<file path="config.mk">
export PLATFORM = sky130hd
export DESIGN_NAME = control_sequencer
export DESIGN_NICKNAME = d
export VERILOG_FILES = /design/src/rtl/control_sequencer.sv
export SDC_FILE = /design/constraint.sdc
export NUM_CORES = 1
export LEC_CHECK = 0
export CAP_MARGIN = 20
export CORE_MARGIN = 3
export CORE_UTILIZATION = 53
export DETAILED_ROUTE_END_ITERATION = 7
export PLACE_DENSITY = 0.83
export RECOVER_POWER = 50
export SETUP_SLACK_MARGIN = 0.4
export SYNTH_ARGS = -nofsm -noshare
export SYNTH_HDL_FRONTEND = slang
export SYNTH_SLANG_ARGS = --single-unit
</file>
<file path="constraint.sdc">
create_clock -name Clock -period 5.1 [get_ports Clock]
set_clock_uncertainty 0.1 [all_clocks]
set_input_delay 1.275 -clock Clock [delete_from_list [all_inputs] [get_ports Clock]]
set_output_delay 1.275 -clock Clock [all_outputs]
set_load 0.05 [all_outputs]
</file>
<file path="src/rtl/control_sequencer.sv">
// Multi-cycle control sequencer: fetch/decode/execute with per-opcode memory and
// write-back phases, memory-ready timeout, halt state and retired-instruction count.
//
// state       | meaning
// IDLE        | waiting for Start after reset
// FETCH       | instruction fetch, waits on MemReady
// DECODE      | latch opcode, branch to EXEC or HALT
// EXEC        | one-cycle execute, routes on opcode masks
// MEM_WAIT    | data access, waits on MemReady
// WRITEBACK   | one-cycle register write
// HALT        | stopped (halt opcode or timeout), waits on Start
module control_sequencer #(
  parameter int                            OPCODE_WIDTH   = 3,
  parameter logic [2**OPCODE_WIDTH-1:0]    MEM_MASK       = 8'b0000_0110,
  parameter logic [2**OPCODE_WIDTH-1:0]    WB_MASK        = 8'b0011_1101,
  parameter logic [OPCODE_WIDTH-1:0]       HALT_OPCODE    = 3'b111,
  parameter int                            TIMEOUT_CYCLES = 8,
  parameter int                            COUNT_WIDTH    = 8
) (
  input  logic                      Clock,
  input  logic                      Clear,
  input  logic                      Start,
  input  logic [OPCODE_WIDTH-1:0]   OPCODE,
  input  logic                      MemReady,
  output logic [OPCODE_WIDTH+1:0]   Output,
  output logic [OPCODE_WIDTH-1:0]   CurOpcode,
  output logic                      Busy,
  output logic                      Halted,
  output logic                      Error,
  output logic [COUNT_WIDTH-1:0]    InstrCount
);

  localparam int TMO_W = (TIMEOUT_CYCLES > 1) ? $clog2(TIMEOUT_CYCLES) : 1;
  localparam logic [TMO_W-1:0] TMO_LAST = TMO_W'(TIMEOUT_CYCLES - 1);

  typedef enum logic [2:0] {
    S_IDLE, S_FETCH, S_DECODE, S_EXEC, S_MEM_WAIT, S_WRITEBACK, S_HALT
  } state_t;

  state_t                    state, state_next;
  logic [TMO_W-1:0]          tmo_cnt, tmo_next;
  logic [OPCODE_WIDTH-1:0]   cur_next;
  logic [OPCODE_WIDTH+1:0]   code_next;
  logic                      err_next;
  logic                      busy_next;
  logic                      retire;

  always_ff @(posedge Clock or posedge Clear) begin
    if (Clear) begin
      state      <= S_IDLE;
      tmo_cnt    <= '0;
      Output     <= '0;
      CurOpcode  <= '0;
      Busy       <= 1'b0;
      Halted     <= 1'b0;
      Error      <= 1'b0;
      InstrCount <= '0;
    end else begin
      state      <= state_next;
      tmo_cnt    <= tmo_next;
      Output     <= code_next;
      CurOpcode  <= cur_next;
      Busy       <= busy_next;
      Halted     <= (state_next == S_HALT);
      Error      <= err_next;
      InstrCount <= InstrCount + COUNT_WIDTH'(retire);
    end
  end

  always_comb begin
    state_next = state;
    cur_next   = CurOpcode;
    tmo_next   = '0;
    err_next   = Error;
    retire     = 1'b0;
    case (state)
      S_IDLE: if (Start) state_next = S_FETCH;
      S_FETCH: begin
        if (MemReady) state_next = S_DECODE;
        else if (tmo_cnt == TMO_LAST) begin
          state_next = S_HALT;
          err_next   = 1'b1;
        end else tmo_next = tmo_cnt + 1'b1;
      end
      S_DECODE: begin
        cur_next   = OPCODE;
        state_next = (OPCODE == HALT_OPCODE) ? S_HALT : S_EXEC;
      end
      S_EXEC: begin
        if (MEM_MASK[CurOpcode])     state_next = S_MEM_WAIT;
        else if (WB_MASK[CurOpcode]) state_next = S_WRITEBACK;
        else begin
          state_next = S_FETCH;
          retire     = 1'b1;
        end
      end
      S_MEM_WAIT: begin
        if (MemReady) begin
          if (WB_MASK[CurOpcode]) state_next = S_WRITEBACK;
          else begin
            state_next = S_FETCH;
            retire     = 1'b1;
          end
        end else if (tmo_cnt == TMO_LAST) begin
          state_next = S_HALT;
          err_next   = 1'b1;
        end else tmo_next = tmo_cnt + 1'b1;
      end
      S_WRITEBACK: begin
        state_next = S_FETCH;
        retire     = 1'b1;
      end
      S_HALT: begin
        if (Start) begin
          state_next = S_FETCH;
          err_next   = 1'b0;
        end
      end
      default: state_next = S_IDLE;
    endcase

    // Output code is built from the next state so it lands in the same edge as the state
    case (state_next)
      S_FETCH:     code_next = {2'b10, {OPCODE_WIDTH{1'b0}}};
      S_DECODE:    code_next = {2'b11, {OPCODE_WIDTH{1'b0}}};
      S_EXEC:      code_next = {2'b01, cur_next};
      S_MEM_WAIT:  code_next = {2'b11, OPCODE_WIDTH'(1)};
      S_WRITEBACK: code_next = {2'b11, OPCODE_WIDTH'(2)};
      S_HALT:      code_next = {2'b11, {OPCODE_WIDTH{1'b1}}};
      default:     code_next = '0;
    endcase
    busy_next = !((state_next == S_IDLE) || (state_next == S_HALT));
  end

endmodule

</file>
==> flow_summary.yaml <==
detailed_routing:
  routedWlPerCell_um: 13.4
  post_drt_via_cell_ratio: 5.72
  route.vias.total: 921
  first_pass_iters: 4
  drcViolationCount: 0
  drt_iter0_drc: 13
  drt-total-wl_mm: 2.16
  antenna_left: 0
critical_path:
  critical_path_class: "in2reg"
  critPathSlowestCell: "dlygate4sd3_1"
  path_common_cell: "ha_1"
  critPathMaxFanout: 7
  worstSetupEndpointType: "flip-flop"
  cp.required_ns: 5.22
  path_buf_inv: 1
  crit_path_start_kind: "input port"
  cp_top_family: "buffers and inverters"
  path_cells: "dlygate4sd3_1 -> a21o_1 -> nand2_1 -> o21ai_0 -> ha_1 -> ha_1 -> and3_1 -> nand3_1 -> xnor2_1"
  critPathArrivalTime_ns: 3.12
  slowest_delay_ns: 0.67
sta:
  rsz0062_at_grt: "no"
  setup-tns-final_ns: 0
  drv_slew: 0
  period_share: 0.588
  hold_viol_final: 0
  timing.hold.ws_ns: 0.346
  layout_min_cycle_time_ns: 3.00
  finalSetupViolCount: 0
  maxSlewHeadroom: 0.412
  max_freq_mhz: 333
  worst_slew_pin_slew_ns: 0.881
cells_and_area:
  num-fill-cells: 159
  area_growth_pct: 25.1
  drive_gt1_frac: 0.0896
  antenna_cells: 0
  layout_commonest_cell: "dfrtp_1"
  final_cell_mix: "dfrtp_1, clkdlybuf4s50_1, nand2_1"
  final_nets: 147
synthesis:
  synth_nets: 120
  synth_edf_count: 0
  syn_inst: 108
  yosys_warnings: 0
  synth_area_per_cell_sq_um: 11.0
  synth-async-reset-ratio: 1.00
  ys_ff_latch: 25
  ys.flop_type: "dfrtp_1"
  synth_area_sq_mm: 0.00119
  ys_types: 37
  ys_seq_area_frac: 0.527
status:
  status: "completed"
clocking:
  post-cts-setup-buffers: 0
  clock_latency_ns: 0.32
  clk_pin_slew_worst_paths_ns: 0.14
  numCtsBuffers: 3
  cts_max_level: 1
  cts_root_buf: "clkbuf_4"
  cts_resized: 0
  clock_path_buffers: 2
  cts_tree: "built"
  ctsHoldBuffers: 0
  clock_sinks: 25
pwr:
  p_total_mw: 0.969
  leakagePower_nw: 0.685
  powerDensity_mw_per_mm2: 653
  irDropWorstVdd_v: 0.000486
placement:
  gp_congestion: 0.818
  hpwl_mm: 1.70
  io_buffers: 25
die:
  start_util: 0.581
  die_x_um: 53.3
  core_area_sq_mm: 0.00204
  die_y_um: 53.3
  num_rows: 16
  die_area_sq_mm: 0.00284
  ios: 26
hold_path:
  hold_class: "reg2reg"
global_routing:
  grt_pass1_wl_mm: 3.70
  antenna_found_initial: 0
  grt_usage: 0.179
  grt_overflow_total: 0
  grt_pass1_vias: 876
  grt_max_degree: 26
job:
  cap_viol_max_count: 0
## flip-flops by register name, summed over array words and instances (netlist names)
name / flops
Error: 1
CurOpcode: 3
Halted: 1
tmo_cnt: 3
Busy: 1
state: 3
InstrCount: 8
Output: 5
## layer usage
metal  vias up  GRT usage  part of all wire  routed length, um
met1       449      0.221              0.46                995
met4         0     0.0553            0.0046                 10
met3         2     0.0282             0.051                111
li1        433          -                 -                  -
met5         -          0                 0                  0
met2        37      0.316              0.48               1040
## area by class of cell
type / count / area (sq um) / area share
inverters: 7 / 26.3 / 0.0177
flip-flops and latches: 25 / 626 / 0.421
clock inverters: 1 / 8.76 / 0.00590
multi-input cells: 73 / 518 / 0.349
well taps: 27 / 33.8 / 0.0227
clock buffers: 3 / 22.5 / 0.0152
repair buffers: 25 / 250 / 0.168
## stage by stage
stage / setup slack [ns] / instances / utilization / area [sq um]
floorplan: 2.54 / 108 / - / 1190
global placement: 1.88 / 157 / 0.712 / 1450
detailed placement: 1.82 / 157 / 0.712 / 1450
CTS: 2.10 / 161 / 0.727 / 1490
global route: 2.02 / 161 / 0.727 / 1490
finish: 2.10 / 161 / 0.727 / 1490
## report_power, final
| part | total (mW) | internal, mW | switching (mW) |
|---|---|---|---|
| Clock | 0.0928 | 0.0319 | 0.0609 |
| Combinational | 0.543 | 0.205 | 0.338 |
| Sequential | 0.333 | 0.266 | 0.0678 |
## synth_stat cells, types with 2 or more instances
library cell / number / share of area
nand3_1: 3 / 0.013
a21o_1: 2 / 0.013
nor3b_1: 2 / 0.013
xnor2_1: 4 / 0.030
inv_1: 6 / 0.019
and2_1: 4 / 0.021
o22ai_1: 2 / 0.011
buf_2: 2 / 0.0084
o21ai_0: 5 / 0.021
xor2_1: 2 / 0.015
nor2_1: 4 / 0.013
a21oi_1: 3 / 0.013
nand2_1: 11 / 0.035
nand2b_1: 5 / 0.026
dfrtp_1: 25 / 0.53
ha_1: 5 / 0.053
mux2_2: 3 / 0.028
## final timing paths
path | startpoint | end | slack [ns] | cells past startpoint
worst max-delay path | MemReady | InstrCount[6] | 2.10 | 9
worst max register to register | CurOpcode[1] | InstrCount[6] | 2.85 | 11
worst min-delay path | tmo_cnt[0] | tmo_cnt[0] | 0.35 | 1
min in group asynchronous | Clear | InstrCount[7] | 1.46 | 2
max in group asynchronous | Clear | InstrCount[0] | 2.91 | 2
worst min register to register | tmo_cnt[0] | tmo_cnt[0] | 0.35 | 1
## cell families (layout without fill, tap and decap cells)
kind of cell    Yosys count  after routing  synth area share
xor+xnor                  6              6            0.0443
fa+ha+maj                 5              5            0.0527
flops                    25             25             0.527
buf+inv                  10             36            0.0369
simple gates             36             36             0.163
compound gates           23             23             0.148
mux                       3              3            0.0284
## worst register-to-register path, cell delays in order, from the launching register on
cell and delay, ns:
dfrtp_1 0.41, inv_1 0.07, ha_1 0.19, mux2_2 0.29
a21o_1 0.18, nand2_1 0.05, o21ai_0 0.08, ha_1 0.23
ha_1 0.21, and3_1 0.17, nand3_1 0.10, xnor2_1 0.11
Note: power is estimated with default switching activity, not from simulation.
